==> src/rtl/carfield_chip_pkg.sv <==
// ----------------------------------------------------------------------------
// carfield_chip_pkg
//
// Shared chip-level constants and types.
//   - CarfieldPllJtagIdCode : the IDCODE held by the Carfield PLL TAP. This is
//                             the single source for the expected code.
//   - JtagTlrCycles         : TCK periods with TMS=1 that force Test-Logic-Reset.
//   - JtagIdcodeLen         : number of IDCODE bits shifted out of Shift-DR.
//   - JtagTrstCycles        : TCK periods TRST is held low (optional TRST build).
//   - jtag_probe_state_e    : sequencer states of the IDCODE probe.
//   - jtag_idcode_implausible() : flags codes that cannot come from a real TAP.
// ----------------------------------------------------------------------------
package carfield_chip_pkg;

    localparam logic [31:0] CarfieldPllJtagIdCode = 32'h1abc0db3;

    localparam int unsigned JtagTlrCycles  = 5;
    localparam int unsigned JtagIdcodeLen  = 32;
    localparam int unsigned JtagTrstCycles = 2;

    // Width of the per-state period counter and of the TCK divider counter.
    localparam int unsigned JtagCntWidth = 6;
    localparam int unsigned JtagDivWidth = 8;

    typedef enum logic [3:0] {
        StIdle,
        StTrst,
        StTlrSeq,
        StRti,
        StSelDr,
        StCapDr,
        StEnterShift,
        StShift,
        StExit1,
        StUpdate,
        StDone
    } jtag_probe_state_e;

    // A valid IDCODE always has bit 0 set; all-ones means TDO floated high.
    function automatic logic jtag_idcode_implausible(input logic [31:0] code);
        return (code[0] == 1'b0) || (code == 32'hFFFF_FFFF);
    endfunction

endpackage

==> src/rtl/carfield_jtag_tck_gen.sv <==
// ----------------------------------------------------------------------------
// carfield_jtag_tck_gen
//
// TCK divider for the JTAG IDCODE probe. While en_i is high, TCK toggles every
// TckDiv clk_i cycles, starting with a low phase; while en_i is low TCK idles
// low and the divider is held at zero.
//
// Ports:
//   clk_i   in  system clock
//   rst_ni  in  asynchronous active-low reset
//   en_i    in  run the divider
//   tck_o   out registered JTAG TCK
//   rise_o  out high in the clk_i cycle whose closing edge raises TCK
//   fall_o  out high in the clk_i cycle whose closing edge lowers TCK
//
// TckDiv legal range is 1..255.
// ----------------------------------------------------------------------------
module carfield_jtag_tck_gen
    import carfield_chip_pkg::*;
#(
    parameter int unsigned TckDiv = 4
) (
    input  logic clk_i,
    input  logic rst_ni,
    input  logic en_i,
    output logic tck_o,
    output logic rise_o,
    output logic fall_o
);

    localparam logic [JtagDivWidth-1:0] DivLast = JtagDivWidth'(TckDiv - 1);

    logic [JtagDivWidth-1:0] r_div_cnt;
    logic                    r_tck;
    logic                    w_phase_end;

    assign w_phase_end = en_i && (r_div_cnt == DivLast);
    assign rise_o      = w_phase_end && !r_tck;
    assign fall_o      = w_phase_end && r_tck;
    assign tck_o       = r_tck;

    always_ff @(posedge clk_i or negedge rst_ni) begin
        if (!rst_ni) begin
            r_div_cnt <= '0;
            r_tck     <= 1'b0;
        end else if (!en_i) begin
            r_div_cnt <= '0;
            r_tck     <= 1'b0;
        end else if (w_phase_end) begin
            // Reload on every phase boundary.
            r_div_cnt <= '0;
            r_tck     <= ~r_tck;
        end else begin
            r_div_cnt <= r_div_cnt + JtagDivWidth'(1);
        end
    end

endmodule

==> src/rtl/carfield_jtag_idcode_probe.sv <==
// ----------------------------------------------------------------------------
// carfield_jtag_idcode_probe
//
// On-chip JTAG host that walks the PLL TAP from any state through
// Test-Logic-Reset into Shift-DR, shifts out the 32-bit IDCODE (loaded by
// Test-Logic-Reset), parks the TAP in Run-Test/Idle and reports the result.
//
// Ports:
//   clk_i        in  system clock (host domain)
//   rst_ni       in  asynchronous active-low reset
//   start_i      in  single-cycle request; accepted only in IDLE
//   busy_o       out high while a read sequence is running
//   done_o       out one-cycle pulse when a sequence completes
//   idcode_o     out captured IDCODE, held until the next accepted start
//   match_o      out idcode_o == ExpectedIdCode, held
//   error_o      out idcode_o[0]==0 or idcode_o all ones, held
//   jtag_tck_o   out JTAG TCK, low when idle
//   jtag_tms_o   out JTAG TMS, changes only on TCK falling edges
//   jtag_tdi_o   out JTAG TDI, constant 0
//   jtag_trst_no out JTAG TRST (active low)
//   jtag_tdo_i   in  JTAG TDO, already synchronous to clk_i
//
// Build option: define CARFIELD_JTAG_PROBE_TRST_EN to pulse TRST low for
// JtagTrstCycles TCK periods before the TMS reset sequence. Without it TRST is
// tied high.
//
// Sequence length: 43 TCK periods (45 with TRST), then one DONE cycle.
// ----------------------------------------------------------------------------
module carfield_jtag_idcode_probe
    import carfield_chip_pkg::*;
#(
    parameter logic [31:0] ExpectedIdCode = CarfieldPllJtagIdCode,
    parameter int unsigned TckDiv         = 4
) (
    input  logic        clk_i,
    input  logic        rst_ni,
    input  logic        start_i,
    output logic        busy_o,
    output logic        done_o,
    output logic [31:0] idcode_o,
    output logic        match_o,
    output logic        error_o,
    output logic        jtag_tck_o,
    output logic        jtag_tms_o,
    output logic        jtag_tdi_o,
    output logic        jtag_trst_no,
    input  logic        jtag_tdo_i
);

    localparam logic [JtagCntWidth-1:0] TlrLast   = JtagCntWidth'(JtagTlrCycles - 1);
    localparam logic [JtagCntWidth-1:0] ShiftLast = JtagCntWidth'(JtagIdcodeLen - 1);
`ifdef CARFIELD_JTAG_PROBE_TRST_EN
    localparam logic [JtagCntWidth-1:0] TrstLast  = JtagCntWidth'(JtagTrstCycles - 1);
`endif

    jtag_probe_state_e       r_state;
    logic [JtagCntWidth-1:0] r_cnt;
    logic [31:0]             r_shift;
    logic                    r_busy;
    logic                    r_done;
    logic [31:0]             r_idcode;
    logic                    r_match;
    logic                    r_error;
    logic                    r_tms;
`ifdef CARFIELD_JTAG_PROBE_TRST_EN
    logic                    r_trst_n;
`endif

    logic                    w_tck;
    logic                    w_rise;
    logic                    w_fall;
    logic [JtagCntWidth-1:0] w_cnt_inc;

    // Period counter saturates instead of wrapping.
    assign w_cnt_inc = (r_cnt == {JtagCntWidth{1'b1}}) ? r_cnt : r_cnt + JtagCntWidth'(1);

    carfield_jtag_tck_gen #(
        .TckDiv (TckDiv)
    ) u_tck_gen (
        .clk_i  (clk_i),
        .rst_ni (rst_ni),
        .en_i   (r_busy),
        .tck_o  (w_tck),
        .rise_o (w_rise),
        .fall_o (w_fall)
    );

    // Each state owns whole TCK periods: it is entered on a falling edge (or on
    // start acceptance) and the TMS it drives is seen by the TAP on the rising
    // edge in the middle of that period.
    always_ff @(posedge clk_i or negedge rst_ni) begin
        if (!rst_ni) begin
            r_state  <= StIdle;
            r_cnt    <= '0;
            r_shift  <= '0;
            r_busy   <= 1'b0;
            r_done   <= 1'b0;
            r_idcode <= '0;
            r_match  <= 1'b0;
            r_error  <= 1'b0;
            r_tms    <= 1'b1;
`ifdef CARFIELD_JTAG_PROBE_TRST_EN
            r_trst_n <= 1'b1;
`endif
        end else begin
            r_done <= 1'b0;
            unique case (r_state)
                StIdle: begin
                    if (start_i) begin
                        r_busy   <= 1'b1;
                        r_idcode <= '0;
                        r_match  <= 1'b0;
                        r_error  <= 1'b0;
                        r_cnt    <= '0;
                        r_tms    <= 1'b1;
`ifdef CARFIELD_JTAG_PROBE_TRST_EN
                        r_state  <= StTrst;
                        r_trst_n <= 1'b0;
`else
                        r_state  <= StTlrSeq;
`endif
                    end
                end
`ifdef CARFIELD_JTAG_PROBE_TRST_EN
                StTrst: begin
                    if (w_fall) begin
                        if (r_cnt == TrstLast) begin
                            r_state  <= StTlrSeq;
                            r_cnt    <= '0;
                            r_trst_n <= 1'b1;
                            r_tms    <= 1'b1;
                        end else begin
                            r_cnt <= w_cnt_inc;
                        end
                    end
                end
`endif
                StTlrSeq: begin
                    if (w_fall) begin
                        if (r_cnt == TlrLast) begin
                            r_state <= StRti;
                            r_cnt   <= '0;
                            r_tms   <= 1'b0;
                        end else begin
                            r_cnt <= w_cnt_inc;
                        end
                    end
                end
                StRti: begin
                    if (w_fall) begin
                        r_state <= StSelDr;
                        r_tms   <= 1'b1;
                    end
                end
                StSelDr: begin
                    if (w_fall) begin
                        r_state <= StCapDr;
                        r_tms   <= 1'b0;
                    end
                end
                StCapDr: begin
                    if (w_fall) begin
                        r_state <= StEnterShift;
                        r_tms   <= 1'b0;
                    end
                end
                StEnterShift: begin
                    // The rise in this period moves the TAP into Shift-DR.
                    if (w_fall) begin
                        r_state <= StShift;
                        r_cnt   <= '0;
                        r_tms   <= 1'b0;
                    end
                end
                StShift: begin
                    // LSB arrives first, so shift in from the top.
                    if (w_rise) begin
                        r_shift <= {jtag_tdo_i, r_shift[31:1]};
                    end
                    if (w_fall) begin
                        if (r_cnt == ShiftLast) begin
                            r_state <= StExit1;
                            r_cnt   <= '0;
                            r_tms   <= 1'b1;
                        end else begin
                            r_cnt <= w_cnt_inc;
                            // TMS=1 on the last bit leaves Shift-DR after it.
                            r_tms <= (w_cnt_inc == ShiftLast);
                        end
                    end
                end
                StExit1: begin
                    if (w_fall) begin
                        r_state <= StUpdate;
                        r_tms   <= 1'b0;
                    end
                end
                StUpdate: begin
                    if (w_fall) begin
                        r_state  <= StDone;
                        r_busy   <= 1'b0;
                        r_done   <= 1'b1;
                        r_idcode <= r_shift;
                        r_match  <= (r_shift == ExpectedIdCode);
                        r_error  <= jtag_idcode_implausible(r_shift);
                        // TCK stops here, so TMS can return to its idle level.
                        r_tms    <= 1'b1;
                    end
                end
                StDone: begin
                    r_state <= StIdle;
                end
                default: begin
                    r_state <= StIdle;
                end
            endcase
        end
    end

    assign busy_o     = r_busy;
    assign done_o     = r_done;
    assign idcode_o   = r_idcode;
    assign match_o    = r_match;
    assign error_o    = r_error;
    assign jtag_tck_o = w_tck;
    assign jtag_tms_o = r_tms;
    assign jtag_tdi_o = 1'b0;
`ifdef CARFIELD_JTAG_PROBE_TRST_EN
    assign jtag_trst_no = r_trst_n;
`else
    assign jtag_trst_no = 1'b1;
`endif

endmodule
==> config.mk <==
export PLATFORM = sky130hd
export DESIGN_NAME = carfield_jtag_idcode_probe
export DESIGN_NICKNAME = d
export VERILOG_FILES = /design/src/rtl/carfield_chip_pkg.sv /design/src/rtl/carfield_jtag_tck_gen.sv /design/src/rtl/carfield_jtag_idcode_probe.sv
export SDC_FILE = /design/constraint.sdc
export NUM_CORES = 1
export LEC_CHECK = 0
export CAP_MARGIN = 20
export CORE_MARGIN = 3
export CORE_UTILIZATION = 45
export DETAILED_ROUTE_END_ITERATION = 8
export PLACE_DENSITY = 0.67
export SLEW_MARGIN = 20
export SYNTH_ARGS = -nofsm -noshare
export SYNTH_HDL_FRONTEND = slang
export SYNTH_HIERARCHICAL = 1
export SYNTH_SLANG_ARGS = --single-unit
==> constraint.sdc <==
create_clock -name clk_i -period 3.12 [get_ports clk_i]
set_input_delay 0.624 -clock clk_i [delete_from_list [all_inputs] [get_ports clk_i]]
set_output_delay 0.624 -clock clk_i [all_outputs]
set_load 0.01 [all_outputs]
==> metrics, run 1 <==
Highest Clock Rate=363 MHz; Root Buffer=clkbuf_8; Total Routing Usage GR=16.6%; clock latency on the worst-skew pair=0.35 ns; final worst-path cycle share=88.2%; # hold bufs at CTS=0; Worst Hold Class=primary input to async pin; PD cells=539 nW/µm²; CP Capture Type=flop; Crit Path Class=flop to flop; CTS resizes=0; most common library cell in the layout ignoring fill and taps=dfrtp_1; Critical Path Source Type=flop; DR DRC count=0; commonest cells after routing, fill and taps aside=87 x dfrtp_1, 40 x clkdlybuf4s50_1, 32 x a22o_1, 26 x mux2_2, 16 x nor2_1; busiest metal layer after global routing=met2; syn avg cell area=12.2 µm²; H-tree Lvls=3; Cell Chain, Critical Path=ha_1 -> or3b_2 -> nor4_1 -> nand3_1 -> a211o_1 -> buf_4 -> a22o_1; CTS tree=built; Via Count=2,636; nets=362; final worst slack=0.368 ns; synth unique cells=54; number of synthesized flops with an enable pin=0; complex-gate fraction of the synthesized area=14.9%; I/O pins=44; CTS Buf Count=9; met1 global-route usage=23.4%; global-route wire length before repair=13.0 mm; Post-Synth XOR/XNOR Area=1.14%; share of cells above drive strength 1=16.7%; clk_skew=0.0101 ns; Max Slew Vio Count=0; Routed Antenna Nets=0; GPL Wtd Cong=0.834; Synth Flop Type=dfrtp_1; total power=2.43 mW; pre-CTS setup slack=0.370 ns; utilization after layout=54.7%; Mapped Area=3840 µm²; largest net degree at the start of global routing=60; sequential element share of the synthesized area=57.4%; Initial Utilization=46.5%; Clock Path Buffers=2; placed cells=448; VDD IR max=338 µV; Die Y=98.3 µm; Die Width=98.3 µm; core area=8260 µm²; routed vias/inst=5.68; Rows=33; post-route cell area=4510 µm²; WP data arrival=2.99 ns; WL final=7.70 mm; Crit path largest cell delay=0.51 ns; HPWL Detailed=5.13 mm; main combinational cell family by area after synthesis=compound AO/OA/AOI/OAI gates; Buffers on Ports=41; async set-reset flop share out of synthesis=100%; worst slew pin tran=0.732 ns; vias in the first global route=2,566; GR Overflow Total=0; initial DRC count=113; Adder-Cell Fraction of Synth Area=1.30%; Period minus WS final=2.75 ns; die area=9670 µm²; Ant. Diodes=0; GR Util met2=25.5%; Synth Net Count=323; multiplexer area fraction after synthesis=9.65%; final hold vios=0; Net Sw Frac=28.5%; Comb pwr share=14.4%; Area Growth Syn to Fin=17.6%; final setup vio count=0; met3 Use GR=4.86%; warnings from Yosys=6; leak pwr=2.07 nW; Cell Int Power=1.74 mW; Synth Area in Simple Gates=11.0%; Area after DPL=4310 µm²; Wirelength per Cell=16.6 µm; FF+latch count, synth=88; Clk pin slew, worst setup/hold paths=0.08 ns; first drt pass iteration count=4; P_sw=0.695 mW; initial antenna violation count=0; post-synthesis cell count=315; CTS Sinks=88; setup TNS=0 ns; RSZ-0062 raised after global routing=false; Post-CTS Setup Bufs=0; worst-path fanout max=23; status=finished clean; relative slew slack=51.2%; max-cap violations=0; slowest CP cell=a211o_1; sequential power share=52.5%; Layout Cells excl Fill=464; Worst EP required=3.36 ns; Hold Slack=0.321 ns; clock network power share=33.1%
## routing by layer
| layer | vias up | part of all wire, % |
|---|---|---|
| li1 | 1249 | - |
| met5 | - | 0 |
| met4 | 0 | 1.5 |
| met2 | 56 | 46 |
| met3 | 13 | 4.5 |
| met1 | 1318 | 48 |
## registers in the layout, summed over array words and instances (netlist names), 4 cells and up
name / cells
r_shift: 32
idcode_o: 32
r_cnt: 6
r_state: 4
u_tck_gen/r_div_cnt: 8
## power groups by stage
stage	logic, mW	registers (mW)	clock network, mW
floorplan	0.284	1.26	0
global placement	0.347	1.29	0
detailed placement	0.357	1.30	0
CTS	0.357	1.28	0.833
global route	0.400	1.29	0.873
finish	0.350	1.28	0.805
## worst paths after layout
kind                                                        from                               end  slack (ns)  cells past startpoint
worst max-delay path            u_tck_gen/r_div_cnt[0]$_DFF_PN0_          idcode_o[16]$_DFFE_PN0P_        0.37                      7
worst min-delay path                                      rst_ni  u_tck_gen/r_div_cnt[3]$_DFF_PN0_        0.32                      1
worst max register to register  u_tck_gen/r_div_cnt[0]$_DFF_PN0_          idcode_o[16]$_DFFE_PN0P_        0.37                      7
worst min register to register               error_o$_DFFE_PN0P_               error_o$_DFFE_PN0P_        0.50                      2
max in group asynchronous                                 rst_ni            jtag_tms_o$_DFFE_PN1P_        2.04                      2
min in group clk_i                           error_o$_DFFE_PN0P_               error_o$_DFFE_PN0P_        0.50                      2
## worst max-delay path, delay by kind of cell (launching register included)
family | cells | cell delay (ns)
flip-flops | 1 | 0.42
buffers and inverters | 1 | 0.31
adder cells (fa/ha/maj) | 1 | 0.20
AO/OA/AOI/OAI | 2 | 0.71
AND/OR/NAND/NOR | 3 | 0.98
## final cells by class
| class | count | area [µm²] |
|---|---|---|
| multi-input combinational | 198 | 1470 |
| timing repair buffer | 47 | 465 |
| clock buffer | 11 | 141 |
| clock inverter | 5 | 65.1 |
| tap | 105 | 131 |
| sequential | 88 | 2200 |
| inverter | 10 | 37.5 |
| fill | 726 | 3740 |
## cell families (layout without fill, tap and decap cells)
family	after synthesis	after routing
AO/OA/AOI/OAI	78	78
XOR/XNOR	5	5
adder cells (fa/ha/maj)	4	4
buffers and inverters	29	73
flip-flops	88	88
multiplexers	33	33
other	2	2
AND/OR/NAND/NOR	76	76
## cell usage after synthesis (2+ instances only)
library cell / count / area share (%)
nor2_1: 16 / 1.6
mux2_2: 26 / 7.6
buf_6: 2 / 0.59
o31ai_1: 2 / 0.39
buf_2: 6 / 0.78
a22o_1: 32 / 7.3
ha_1: 4 / 1.3
nand2_1: 11 / 1.1
clkbuf_1: 5 / 0.49
nand3_1: 9 / 1.2
inv_1: 9 / 0.88
mux2_1: 6 / 1.8
o21ai_0: 7 / 0.91
nand4_1: 11 / 1.8
buf_4: 2 / 0.39
nor4_1: 8 / 1.3
a21boi_0: 2 / 0.39
or3_1: 4 / 0.65
dfrtp_1: 87 / 57
xor2_1: 3 / 0.68
nor3_1: 5 / 0.65
clkbuf_8: 3 / 1.1
conb_1: 2 / 0.20
a21oi_1: 15 / 2.0
o21ai_1: 6 / 0.78
xnor2_1: 2 / 0.46
a31oi_1: 3 / 0.49
(Power assumes the default switching activity.)
==> run 2: changes to the inputs <==
- ABC_AREA: default -> 1
==> metrics, run 2 <==
Clk pin slew, worst setup/hold paths=0.09 ns (about the same); CTS resizes=0 (unchanged); Area Growth Syn to Fin=15.5%; post-synthesis cell count=495 (+57%); leak pwr=2.07 nW (+0.21%); status=finished clean; worst flop-to-flop path endpoint=r_cnt[3]$_DFFE_PN0P_; Clock Path Buffers=2 (unchanged); Synth Flop Type=dfrtp_1; Mapped Area=4070 µm² (+6.0%); max-cap violations=0 (unchanged); Period minus WS final=2.37 ns (-0.384 ns); worst slew pin tran=0.993 ns (+0.261 ns); largest cells by area after synthesis=dfrtp_1 54%, nand2_1 13%, o21ai_0 6.3%; CP Launch Point=u_tck_gen/r_div_cnt[0]$_DFF_PN0_; core area=8760 µm² (+6.1%); worst-path fanout max=12 (-48%); PD cells=619 nW/µm² (+15%); WL final=8.17 mm (+6.1%); Initial Utilization=46.4% (-0.053 points); first drt pass iteration count=4 (unchanged); warnings from Yosys=6 (unchanged); GPL Wtd Cong=0.933 (+12%); global-route wire length before repair=14.3 mm (+10%); Total Routing Usage GR=17.5% (+0.86 points); pre-CTS setup slack=0.764 ns (+0.394 ns); HPWL Detailed=5.64 mm (+10%); syn avg cell area=8.22 µm² (-33%); post-synth top area share=53.5% (-3.2 points); WP data arrival=2.59 ns (-0.40 ns); nets=539 (+49%); H-tree Lvls=3 (unchanged); clk_skew=0.0102 ns (+0.000164 ns); I/O pins=44 (unchanged); share of cells above drive strength 1=7.28% (-9.4 points); sequential element share of the synthesized area=54.2% (-3.2 points); Critical Path Source Type=flop; Worst Hold Class=primary input to async pin; # hold bufs at CTS=0 (unchanged); Post-CTS Setup Bufs=0 (unchanged); RSZ-0062 raised after global routing=false; initial antenna violation count=0 (unchanged); CTS Buf Count=9 (unchanged); CTS Sinks=88 (unchanged); initial DRC count=144 (+27%); relative slew slack=33.6% (-18 points); Hold Slack=0.326 ns (+0.00451 ns); die area=10,200 µm² (+5.6%); Root Buffer=clkbuf_8; count leader, synth=nand2_1; Highest Clock Rate=422 MHz (+16%); final worst-path cycle share=75.9% (-12 points); R2R setup slack=0.75 ns (+0.38 ns); r2r startpoint=u_tck_gen/r_div_cnt[0]$_DFF_PN0_; CP Capture Type=flop; CTS tree=built; commonest cells after routing, fill and taps aside=143 x nand2_1, 87 x dfrtp_1, 56 x inv_1, 51 x o21ai_0; total power=2.91 mW (+19%); Crit Path Class=flop to flop; Rows=34 (+3.0%); Yosys top cell by area=dfrtp_1; Wirelength per Cell=12.7 µm (-24%); Die Y=101 µm (+2.8%); Worst Setup EP=r_cnt[3]$_DFFE_PN0P_; DR DRC count=0 (unchanged); number of synthesized flops with an enable pin=0 (unchanged); FF+latch count, synth=88 (unchanged); Ant. Diodes=0 (unchanged); setup TNS=0 ns (unchanged); Via Count=3,231 (+23%); most common library cell in the layout ignoring fill and taps=nand2_1; placed cells=628 (+40%); final setup vio count=0 (unchanged); final worst slack=0.751 ns (+0.384 ns); synth unique cells=31 (-43%); Die Width=101 µm (+2.8%); Post-synth top cells=143 x nand2_1, 87 x dfrtp_1, 56 x inv_1, 51 x o21ai_0, 40 x nor2_1; Max Slew Vio Count=0 (unchanged); Worst EP required=3.34 ns (-0.02 ns); async set-reset flop share out of synthesis=100% (unchanged); Routed Antenna Nets=0 (unchanged); final hold vios=0 (unchanged); Layout Cells excl Fill=644 (+39%); routed vias/inst=5.02 (-12%); Buffers on Ports=41 (unchanged); VDD IR max=266 µV (-21%); FF-to-FF path depth=12 (+5); GR Overflow Total=0 (unchanged); vias in the first global route=3,119 (+22%); largest net degree at the start of global routing=89 (+48%); clock latency on the worst-skew pair=0.36 ns (about the same); Synth Net Count=503 (+56%)
run 2: cell types whose count changed after synthesis, moves of 5 or more:
| cell | previous run | this run |
|---|---|---|
| inv_1 | 9 | 56 |
| o21ai_1 | 6 | 29 |
| nor4_1 | 8 | 3 |
| o21ai_0 | 7 | 51 |
| nand2_1 | 11 | 143 |
| nor2_1 | 16 | 40 |
| nand3_1 | 9 | 15 |
| nand2_2 | 0 | 7 |
| a22o_1 | 32 | 1 |
| a21oi_1 | 15 | 6 |
| mux2_2 | 26 | 0 |
| mux2_1 | 6 | 0 |
run 2: critical path: stages (launching register included):
cell	delay [ns]
dfrtp_1	0.43
ha_1	0.24
nand2_1	0.07
nor2_1	0.13
nand2_2	0.08
nor3_1	0.38
inv_1	0.19
nand4_1	0.14
nand3_1	0.11
nor2_1	0.15
o21ai_2	0.17
nand2_1	0.09
o21ai_1	0.06
run 2: worst min path at each step:
stage / end / from
floorplan: busy_o$_DFFE_PN0P_ / rst_ni
global placement: jtag_tms_o$_DFFE_PN1P_ / jtag_tms_o$_DFFE_PN1P_
detailed placement: jtag_tms_o$_DFFE_PN1P_ / jtag_tms_o$_DFFE_PN1P_
CTS: jtag_tms_o$_DFFE_PN1P_ / jtag_tms_o$_DFFE_PN1P_
global route: u_tck_gen/tck_o$_DFFE_PN0P_ / rst_ni
finish: r_cnt[2]$_DFFE_PN0P_ / rst_ni
run 2: cell families (layout without fill, tap and decap cells):
| family | Yosys count | in the layout | share of synthesized area (%) |
|---|---|---|---|
| and+or+nand+nor | 230 | 230 | 24.0 |
| adders and majority gates | 4 | 4 | 1.23 |
| xor gates and xnor gates | 4 | 4 | 0.861 |
| DFF | 88 | 88 | 54.2 |
| buffers and inverters | 76 | 117 | 8.00 |
| AOI/OAI and AO/OA | 91 | 91 | 11.6 |
| other | 2 | 2 | 0.185 |
run 2: cell type report:
cell class / count / area (µm²)
tap: 108 / 135
clock buffer: 10 / 138
clock inverter: 6 / 42.5
timing repair buffer: 42 / 419
inverter: 59 / 221
fill: 841 / 4070
sequential: 88 / 2200
multi-input combinational: 331 / 1540
run 2: metal layers:
| layer | routed length [µm] | global-route usage (%) |
|---|---|---|
| met2 | 3840 | 27.8 |
| met4 | 84 | 5.21 |
| met1 | 3860 | 23.9 |
| met5 | 0 | 0 |
| met3 | 392 | 4.15 |
run 2: power by group:
| group | leakage [nW] | internal (mW) | switching, mW |
|---|---|---|---|
| clock | 0.0939 | 0.314 | 0.410 |
| combinational | 0.780 | 0.260 | 0.541 |
| sequential | 1.20 | 1.24 | 0.138 |
run 2: stage by stage:
stage	cell area [µm²]	utilization, %
3_3_place_gp	4510	51.5
4_1_cts	4690	53.6
6_report	4700	53.6
3_5_place_dp	4510	51.5
2_1_floorplan	4070	-
5_1_grt	4700	53.6
